[src/rtl/uart_wb_responder_if.sv]
// Bundle of the UART byte streams and Wishbone classic master signals
// around uart_wb_responder.
//   rx_data/rx_valid      : byte strobe from the UART receiver (no backpressure)
//   tx_data/tx_valid/ready: response byte stream to the UART transmitter
//   wb_*                  : Wishbone classic bus, word addressed (byte addr [31:2])
//   busy                  : responder is not idle
//   rx_overrun            : one-cycle pulse when a byte arrived that could not be taken
// modport master: the responder side; modport slave: the UART/bus environment side.
interface uart_wb_responder_if;
    logic [7:0]  rx_data;
    logic        rx_valid;
    logic [7:0]  tx_data;
    logic        tx_valid;
    logic        tx_ready;
    logic [29:0] wb_adr;
    logic [31:0] wb_dat_w;
    logic [31:0] wb_dat_r;
    logic [3:0]  wb_sel;
    logic        wb_cyc;
    logic        wb_stb;
    logic        wb_we;
    logic        wb_ack;
    logic        busy;
    logic        rx_overrun;

    modport master (
        input  rx_data, rx_valid, tx_ready, wb_dat_r, wb_ack,
        output tx_data, tx_valid, wb_adr, wb_dat_w, wb_sel,
               wb_cyc, wb_stb, wb_we, busy, rx_overrun
    );

    modport slave (
        output rx_data, rx_valid, tx_ready, wb_dat_r, wb_ack,
        input  tx_data, tx_valid, wb_adr, wb_dat_w, wb_sel,
               wb_cyc, wb_stb, wb_we, busy, rx_overrun
    );
endinterface

[src/rtl/uart_wb_responder.sv]
// Host debug-protocol responder: parses CMD, LEN, ADDR[31:0] (MSB first) frames
// from the UART receiver and issues Wishbone classic word writes (CMD 0x01,
// LEN words follow the address) or reads (CMD 0x02, LEN words are returned
// MSB first through the UART transmitter). The address auto-increments by one
// word after every completed word.
// Ports:
//   clk  : system clock, rising edge
//   rst  : synchronous active-high reset
//   bus  : uart_wb_responder_if.master (UART byte streams + Wishbone master)
// Parameter:
//   RX_TIMEOUT : idle cycles tolerated between bytes of a frame before it is abandoned
module uart_wb_responder #(
    parameter int unsigned RX_TIMEOUT = 1000000
) (
    input  logic                   clk,
    input  logic                   rst,
    uart_wb_responder_if.master    bus
);
    localparam int unsigned   TW    = (RX_TIMEOUT > 1) ? $clog2(RX_TIMEOUT) : 1;
    localparam logic [TW-1:0] TLAST = TW'(RX_TIMEOUT - 1);

    typedef enum logic [2:0] {
        S_IDLE,
        S_LEN,
        S_ADDR,
        S_WDATA,
        S_WB_WR,
        S_WB_RD,
        S_TX
    } state_t;

    state_t      r_state;
    state_t      w_state_nxt;
    logic        r_cmd_rd;
    logic [7:0]  r_remaining;
    logic [29:0] r_addr;
    logic [31:0] r_wdata;
    logic [31:0] r_shift;
    logic [1:0]  r_bcnt;
    logic [TW-1:0] r_tcnt;
    logic        r_overrun;

    logic w_is_cmd;
    logic w_receiving;
    logic w_rx_wait;
    logic w_timeout;
    logic w_in_bus;

    assign w_is_cmd    = (bus.rx_data == 8'h01) || (bus.rx_data == 8'h02);
    assign w_rx_wait   = (r_state == S_LEN) || (r_state == S_ADDR) || (r_state == S_WDATA);
    assign w_receiving = (r_state == S_IDLE) || w_rx_wait;
    // A byte arriving on the expiry cycle wins over the timeout.
    assign w_timeout   = w_rx_wait && !bus.rx_valid && (r_tcnt == TLAST);
    assign w_in_bus    = (r_state == S_WB_WR) || (r_state == S_WB_RD);

    // Next-state logic
    always_comb begin
        w_state_nxt = r_state;
        unique case (r_state)
            S_IDLE:  if (bus.rx_valid && w_is_cmd) w_state_nxt = S_LEN;
            S_LEN:   if (bus.rx_valid) w_state_nxt = S_ADDR;
            S_ADDR: begin
                if (bus.rx_valid && (r_bcnt == 2'd3)) begin
                    if (r_remaining == 8'd0) w_state_nxt = S_IDLE;
                    else if (r_cmd_rd)       w_state_nxt = S_WB_RD;
                    else                     w_state_nxt = S_WDATA;
                end
            end
            S_WDATA: if (bus.rx_valid && (r_bcnt == 2'd3)) w_state_nxt = S_WB_WR;
            S_WB_WR: begin
                if (bus.wb_ack)
                    w_state_nxt = (r_remaining == 8'd1) ? S_IDLE : S_WDATA;
            end
            S_WB_RD: if (bus.wb_ack) w_state_nxt = S_TX;
            S_TX: begin
                if (bus.tx_ready && (r_bcnt == 2'd3))
                    w_state_nxt = (r_remaining == 8'd1) ? S_IDLE : S_WB_RD;
            end
            default: w_state_nxt = S_IDLE;
        endcase
        if (w_timeout) w_state_nxt = S_IDLE;
    end

    // State register and datapath
    always_ff @(posedge clk) begin
        if (rst) begin
            r_state     <= S_IDLE;
            r_cmd_rd    <= 1'b0;
            r_remaining <= '0;
            r_addr      <= '0;
            r_wdata     <= '0;
            r_shift     <= '0;
            r_bcnt      <= '0;
            r_tcnt      <= '0;
            r_overrun   <= 1'b0;
        end else begin
            r_state   <= w_state_nxt;
            r_overrun <= bus.rx_valid && !w_receiving;

            // Counter is held at zero outside LEN/ADDR/WDATA, so entering LEN starts from zero.
            if (w_rx_wait) r_tcnt <= bus.rx_valid ? '0 : r_tcnt + 1'b1;
            else           r_tcnt <= '0;

            unique case (r_state)
                S_IDLE: begin
                    r_bcnt <= '0;
                    if (bus.rx_valid && w_is_cmd) r_cmd_rd <= (bus.rx_data == 8'h02);
                end
                S_LEN: if (bus.rx_valid) r_remaining <= bus.rx_data;
                S_ADDR: begin
                    if (bus.rx_valid) begin
                        r_bcnt <= r_bcnt + 2'd1;
                        // Only the word address is kept: the last byte contributes bits [7:2].
                        if (r_bcnt == 2'd3) r_addr <= {r_addr[23:0], bus.rx_data[7:2]};
                        else                r_addr <= {r_addr[21:0], bus.rx_data};
                    end
                end
                S_WDATA: begin
                    if (bus.rx_valid) begin
                        r_bcnt  <= r_bcnt + 2'd1;
                        r_wdata <= {r_wdata[23:0], bus.rx_data};
                    end
                end
                S_WB_WR: begin
                    if (bus.wb_ack) begin
                        r_remaining <= r_remaining - 8'd1;
                        r_addr      <= r_addr + 30'd1;
                    end
                end
                S_WB_RD: begin
                    if (bus.wb_ack) begin
                        r_shift <= bus.wb_dat_r;
                        r_addr  <= r_addr + 30'd1;
                    end
                end
                S_TX: begin
                    if (bus.tx_ready) begin
                        r_shift <= {r_shift[23:0], 8'h00};
                        r_bcnt  <= r_bcnt + 2'd1;
                        if (r_bcnt == 2'd3) r_remaining <= r_remaining - 8'd1;
                    end
                end
                default: ;
            endcase
        end
    end

    assign bus.wb_cyc     = w_in_bus;
    assign bus.wb_stb     = w_in_bus;
    assign bus.wb_we      = (r_state == S_WB_WR);
    assign bus.wb_sel     = w_in_bus ? 4'hF : 4'h0;
    assign bus.wb_adr     = r_addr;
    assign bus.wb_dat_w   = r_wdata;
    assign bus.tx_valid   = (r_state == S_TX);
    assign bus.tx_data    = r_shift[31:24];
    assign bus.busy       = (r_state != S_IDLE);
    assign bus.rx_overrun = r_overrun;
endmodule

[src/flat_wrapper.sv]
// flat-port wrapper written by rule: the top's interface ports become plain ports
module uart_wb_responder_flat 
#(
    parameter int unsigned RX_TIMEOUT = 1000000
)
  (clk, rst, bus_rx_data, bus_rx_valid, bus_tx_ready, bus_wb_dat_r, bus_wb_ack, bus_tx_data, bus_tx_valid, bus_wb_adr, bus_wb_dat_w, bus_wb_sel, bus_wb_cyc, bus_wb_stb, bus_wb_we, bus_busy, bus_rx_overrun);
  uart_wb_responder_if bus_i ();
  input  logic clk;
  input  logic rst;
  input wire logic [$bits(bus_i.rx_data)-1:0] bus_rx_data;
  input wire logic [$bits(bus_i.rx_valid)-1:0] bus_rx_valid;
  input wire logic [$bits(bus_i.tx_ready)-1:0] bus_tx_ready;
  input wire logic [$bits(bus_i.wb_dat_r)-1:0] bus_wb_dat_r;
  input wire logic [$bits(bus_i.wb_ack)-1:0] bus_wb_ack;
  output wire logic [$bits(bus_i.tx_data)-1:0] bus_tx_data;
  output wire logic [$bits(bus_i.tx_valid)-1:0] bus_tx_valid;
  output wire logic [$bits(bus_i.wb_adr)-1:0] bus_wb_adr;
  output wire logic [$bits(bus_i.wb_dat_w)-1:0] bus_wb_dat_w;
  output wire logic [$bits(bus_i.wb_sel)-1:0] bus_wb_sel;
  output wire logic [$bits(bus_i.wb_cyc)-1:0] bus_wb_cyc;
  output wire logic [$bits(bus_i.wb_stb)-1:0] bus_wb_stb;
  output wire logic [$bits(bus_i.wb_we)-1:0] bus_wb_we;
  output wire logic [$bits(bus_i.busy)-1:0] bus_busy;
  output wire logic [$bits(bus_i.rx_overrun)-1:0] bus_rx_overrun;
  assign bus_i.rx_data = bus_rx_data;
  assign bus_i.rx_valid = bus_rx_valid;
  assign bus_i.tx_ready = bus_tx_ready;
  assign bus_i.wb_dat_r = bus_wb_dat_r;
  assign bus_i.wb_ack = bus_wb_ack;
  assign bus_tx_data = bus_i.tx_data;
  assign bus_tx_valid = bus_i.tx_valid;
  assign bus_wb_adr = bus_i.wb_adr;
  assign bus_wb_dat_w = bus_i.wb_dat_w;
  assign bus_wb_sel = bus_i.wb_sel;
  assign bus_wb_cyc = bus_i.wb_cyc;
  assign bus_wb_stb = bus_i.wb_stb;
  assign bus_wb_we = bus_i.wb_we;
  assign bus_busy = bus_i.busy;
  assign bus_rx_overrun = bus_i.rx_overrun;
  uart_wb_responder #(.RX_TIMEOUT(RX_TIMEOUT)) u_core (.clk(clk), .rst(rst), .bus(bus_i));
endmodule
[config.mk]
export PLATFORM = sky130hd
export DESIGN_NAME = uart_wb_responder_flat
export DESIGN_NICKNAME = d
export VERILOG_FILES = /design/src/rtl/uart_wb_responder_if.sv /design/src/rtl/uart_wb_responder.sv /design/src/flat_wrapper.sv
export SDC_FILE = /design/constraint.sdc
export NUM_CORES = 1
export LEC_CHECK = 0
export ABC_AREA = 1
export ABC_CLOCK_PERIOD_IN_PS = 1500
export CAP_MARGIN = 10
export CORE_ASPECT_RATIO = 1.25
export CORE_MARGIN = 3
export CORE_UTILIZATION = 48
export DETAILED_ROUTE_END_ITERATION = 6
export PLACE_DENSITY = 0.76
export SLEW_MARGIN = 20
export SYNTH_ARGS = -nofsm -noshare
export SYNTH_HDL_FRONTEND = slang
export SYNTH_SLANG_ARGS = --single-unit
[constraint.sdc]
create_clock -name clk -period 1.5 [get_ports clk]
set_input_delay 0.3 -clock clk [delete_from_list [all_inputs] [get_ports clk]]
set_output_delay 0.3 -clock clk [all_outputs]
set_load 0.01 [all_outputs]
Word level (Yosys, flattened, before mapping). Index checks and enable logic that the tools add are counted.

Bits of input ports: 45. Output and inout bits: 80. Register bits: 129.

$add $sub $neg: 4. Mux-type cells: 28. Bitwise logic cells: 1. Reduce and logical (&&, ||, !) cells: 31. Eq/ne operators: 23.

Operator list (number): two-way mux 30 bit (3); two-way mux 32 bit (2); case mux 32 bit (2 select lines) (1); case mux 30 bit (2 select lines) (1); two-way mux 8 bit (4); adder 30 x 1 -> 30 bit (second input constant) (1); two-way mux 3 bit (10); case mux 8 bit (3 select lines) (1); case mux 3 bit (7 select lines) (1); adder 20 x 1 -> 20 bit (second input constant) (1); equality test 20 bit (second input constant) (1); equality test 8 x 1 -> 1 bit (second input constant) (2); != test 2 bit (second input constant) (8); equality test 3 bit (second input constant) (3); AND reduction 3 bit (3); nonzero test 3 bit (3); equality test 8 x 2 -> 1 bit (second input constant) (1); zero test 8 bit (1); != test 2 x 1 -> 1 bit (second input constant) (4); subtractor 8 x 1 -> 8 bit (second input constant) (1); AND reduction 7 bit (1); equality test 3 x 2 -> 1 bit (second input constant) (2); logical AND 1 bit (6); two-way mux 2 bit (3); other kinds (14) (23).

Logic depth before layout (Yosys ltp).
Depth in word-level cells: 6. Mapped depth: 12. Gate-level depth less buffers: 11.

Least setup slack after synthesis. OpenSTA, ideal clock, no wires.

Path type: register to output. From: register u_core.r_state[2]. To: output bus_wb_sel[0]. Required time: 1.200 ns. Stages on the path, launching flop included: 6. Arrival time: 1.291 ns. Slack: -0.091 ns. Cells stage by stage: dfxtp_1 -> buf_4 -> inv_2 -> nor2_8 -> buf_1 -> buf_4.

Word-level cells in the longest chain between the ends: 3. Elaborated cells on any way between the ends: 4. Those cells by class: eq/ne: 2; mux: 1; reduce/logical: 1.

RTL lines: start: declaration (line uart_wb_responder.sv:32) `state_t r_state;`; start signal: assignment (line uart_wb_responder.sv:97) `r_state <= w_state_nxt;`; equality test 3 bit (line uart_wb_responder.sv:54) `assign w_in_bus = (r_state == S_WB_WR) || (r_state == S_WB_RD);`; logical OR 1 bit (*) (line uart_wb_responder.sv:54); via bus_wb_cyc (line flat_wrapper.sv:20) `output wire logic [$bits(bus_i.wb_cyc)-1:0] bus_wb_cyc;`; two-way mux 4 bit (*) (line uart_wb_responder.sv:151) `assign bus.wb_sel = w_in_bus ? 4'hF : 4'h0;`; end: declaration (line flat_wrapper.sv:19) `output wire logic [$bits(bus_i.wb_sel)-1:0] bus_wb_sel;`.

The timed path passes the listed nets; every way through them passes the cells marked *.

Worst setup path after layout.
From: register u_core.r_state[1]. To: register u_core.r_shift[16].

Word-level cells in the longest chain between the ends: 3. Elaborated cells on any way between the ends: 7. Those cells by class: eq/ne: 4; mux: 1; reduce/logical: 2.

RTL lines: equality test 3 bit (line uart_wb_responder.sv:104) `unique case (r_state)`; != test 2 bit (no line) or nonzero test 2 bit (tied branches); AND reduction 3 bit (no line); end signal: assignment (line uart_wb_responder.sv:132) `r_shift <= bus.wb_dat_r;`; end signal: assignment (line uart_wb_responder.sv:138) `r_shift <= {r_shift[23:0], 8'h00};`; end: declaration (line uart_wb_responder.sv:38) `logic [31:0] r_shift;`.

Parallel ways exist; a longest one is shown, timed or not. A chain may end at the register's enable or synchronous reset.

==> metrics.csv <==
stage,metric,value,unit
placement,post_dp_cell_area,9199,sq um
floorplan,die_x,115.5,microns
sta,setup_viol,117,
finish,fin_area,11230,sq um
detailed_routing,ant_nets,0,
detailed_routing,drt-total-wl,28.88,mm
yosys,synth.top_cell.area_share,35.89,%
global_routing,overflow,0,
finish,drive_above_1_share,28.71,%
detailed_routing,wl_per_cell,18.50,microns
critical_path,crit_type,reg2reg,
pwr,ir_worst_vdd,668.8,uV
critical_path,crit_path_end_kind,register,
detailed_routing,dr.pass1.iters,6,
critical_path,reg2reg_depth,10,
sta,rsz0062_at_grt,true,
detailed_routing,viasPerCell,5.805,
pwr,p_clk_share,54.2,%
critical_path,cp.required,1820,ps
detailed_routing,drc,0,
yosys,synth-seq-area-share,35.89,%
sta,skew,9.702,ps
yosys,synth_cells,1139,
yosys,synthesis.area,7196,sq um
sta,worst_pin_slew,456.8,ps
clock_network,htreeDepth,4,
min_path,min_path_cells,3,
global_routing,track_usage,31.32,%
clock_network,cts_hold_buf,0,
critical_path,worst_ep_arrival_time,2120,ps
finish,area_delta_synth_final,56.08,%
yosys,synth_warnings,0,
global_routing,grt_max_degree,57,
placement,pre_cts_slack,-329.2,ps
placement,place_congestion,0.9252,
status,violations,negative setup slack,
min_path,hold_end,u_core.r_shift[3]$_SDFFE_PP0P_,
pwr,power.internal,6.415,mW
sta,maxSlewHeadroom,69.55,%
pwr,p_leak,4.959,nW
global_routing,grt_pass1_vias,8557,
detailed_routing,drt-initial-drc-count,941,
pwr,swShare,23.39,%
critical_path,reg2reg_to,u_core.r_shift[16]$_SDFFE_PP0P_,
critical_path,worstPathMaxFanout,7,
yosys,yosysTopAreaCell,dfxtp_1,
finish,fill_cells,956,
yosys,synth_flop_cell,dfxtp_1,
global_routing,grt_pass1_wl,41.17,mm
floorplan,dieArea,16510,sq um
min_path,hp-class,in2reg,
yosys,syn_nets,1190,
critical_path,worstReg2RegStart,u_core.r_state[1]$_SDFFE_PP0P_,
sta,fmax,555.8,MHz
sta,fin_setup_tns,-11840,ps
finish,final_core_util,77.29,%
yosys,synth_edf_count,0,
yosys,yosysMostFrequentCell,nand2_1,
placement,io_buffers,124,
global_routing,antenna_found_initial,0,
clock_network,cts_tree,built,
floorplan,io_pins,125,
status,status,finished with violations,
floorplan,fp.dieH,142.9,microns
yosys,ys_ff_latch,129,
sta,period_needed,1799,ps
clock_network,cts.clk_slew.worst_paths,60,ps
min_path,min_from,bus_wb_dat_r[3],
pwr,power_density,745.6,nW/um^2
sta,finalWorstSetupSlack,-299.1,ps
yosys,syn_avg_cell_area,6.318,sq um
floorplan,row_count,49,
clock_network,clockBufferDepth,2,
flow_run,maxCapViolations,0,
detailed_routing,via_count,9062,
sta,fin_crit_sh,119.9,%
yosys,async_flop_share,0,%
yosys,yosys-top-cells-area,"dfxtp_1 (36%), nand2_1 (14%), nor2_1 (11%), o21ai_0 (8.8%), a21oi_1 (7.3%)",
placement,hpwl,15.51,mm
sta,hold_viol_final,0,
pwr,seqPwrFrac,40.8,%
floorplan,core,14530,sq um
critical_path,crit_path_start_kind,register,
finish,diodes,0,
critical_path,r2r_slack,-300,ps
clock_network,clock_sinks,129,
yosys,synth_cell_types,40,
sta,slew_viol_final,0,
clock_network,clkLatencyLatePin,440,ps
pwr,p_switching,1.959,mW
pwr,p_comb_share,4.9,%
yosys,synthTopCellsByCount,"nand2_1 (275), nor2_1 (217), dfxtp_1 (129), o21ai_0 (126), a21oi_1 (105)",
floorplan,initial_core_util,49.52,%
clock_network,clockRootBuffer,clkbuf_16,
clock_network,numCtsBuffers,17,
finish,nets,1422,
sta,timing.hold.ws,428.9,ps
critical path: stages, from the launching register on:
cell     delay [ps]
dfxtp_2         340
buf_6           130
nor2_8          190
buf_12          160
nand2_8          60
nor2_8          110
o21ai_4          80
buf_12          160
buf_16          150
o21ai_2         200
nor2_1           90
how the worst max path moves through the flow:
stage / start / to / slack [ps] / cells after the start
floorplan: u_core.r_tcnt[0]$_SDFF_PP0_ / u_core.r_tcnt[12]$_SDFF_PP0_ / -0.6 / 8
global placement: bus_wb_ack / u_core.bus.wb_adr[4]$_SDFFE_PP0P_ / -320 / 8
detailed placement: bus_wb_ack / u_core.bus.wb_adr[21]$_SDFFE_PP0P_ / -330 / 8
CTS: u_core.r_state[1]$_SDFFE_PP0P_ / bus_wb_sel[2] / -160 / 3
global route: u_core.r_state[1]$_SDFFE_PP0P_ / u_core.r_shift[16]$_SDFFE_PP0P_ / -290 / 10
finish: u_core.r_state[1]$_SDFFE_PP0P_ / u_core.r_shift[16]$_SDFFE_PP0P_ / -300 / 10
layout by cell type, fill, tap and decap left out, drive strengths merged, types with 44 or more instances in the layout:
cell | Yosys | routed
nand2 | 280 | 280
nor2 | 228 | 228
buf | 43 | 160
o21ai | 137 | 137
dfxtp | 129 | 129
a21oi | 105 | 105
inv | 91 | 97
dlygate4sd2 | 0 | 63
nand3 | 57 | 57
clkdlybuf4s50 | 0 | 44
logic make-up (layout without fill, tap and decap cells):
family	after synthesis	count (layout)	synth area share, %
AOI/OAI and AO/OA	249	249	17.74
xor gates and xnor gates	9	9	1.096
adders and majority gates	6	6	1.043
buffers and inverters	156	400	10.42
DFF	129	129	35.89
and+or+nand+nor	590	590	33.82
cell type report:
type | count | area (sq um) | share of cell area [%]
repair buffers | 276 | 2698 | 24.02
clock buffers | 17 | 425.4 | 3.788
clock inverters | 14 | 202.7 | 1.805
well taps | 178 | 222.7 | 1.983
multi-input cells | 854 | 4662 | 41.51
inverters | 92 | 390.4 | 3.476
repair inverters | 1 | 3.754 | 0.03342
flip-flops and latches | 129 | 2626 | 23.38
power groups by stage:
stage / sequential (mW) / clock [mW] / combinational (mW)
detailed placement: 3.50 / 0 / 0.324
finish: 3.42 / 4.54 / 0.414
floorplan: 3.50 / 0 / 0.122
global placement: 3.50 / 0 / 0.326
global route: 3.42 / 4.67 / 0.434
CTS: 3.42 / 4.49 / 0.365
registers in the layout (all words and copies together), names as in the netlist:
name,cells
u_core.bus.rx_overrun,1
u_core.bus.wb_adr,30
u_core.bus.wb_dat_w,32
u_core.r_bcnt,2
u_core.r_cmd_rd,1
u_core.r_remaining,8
u_core.r_shift,32
u_core.r_state,3
u_core.r_tcnt,20
timing repair:
item | CTS | global route
pin swaps | 26 | 35
endpoints found under the setup margin | 164 | 143
buffers inserted | 20 | 12
cloned | 8 | 1
resized for setup | 323 | 160
layer usage:
layer	track usage, %	vias up	part of all wire (%)
met2	55.55	533	50
met5	0	-	0
met4	18.17	0	7.3
met3	6.316	202	7.8
li1	-	4124	-
met1	34.24	4203	35
metrics by stage:
step                      total power [mW]  instances
final                                8.373       1561
after global routing                 8.523       1561
after CTS                            8.280       1555
after detailed placement             3.828       1497
after global placement               3.829       1497
after floorplan                      3.625       1139
Power figures use the tool's default switching activity.
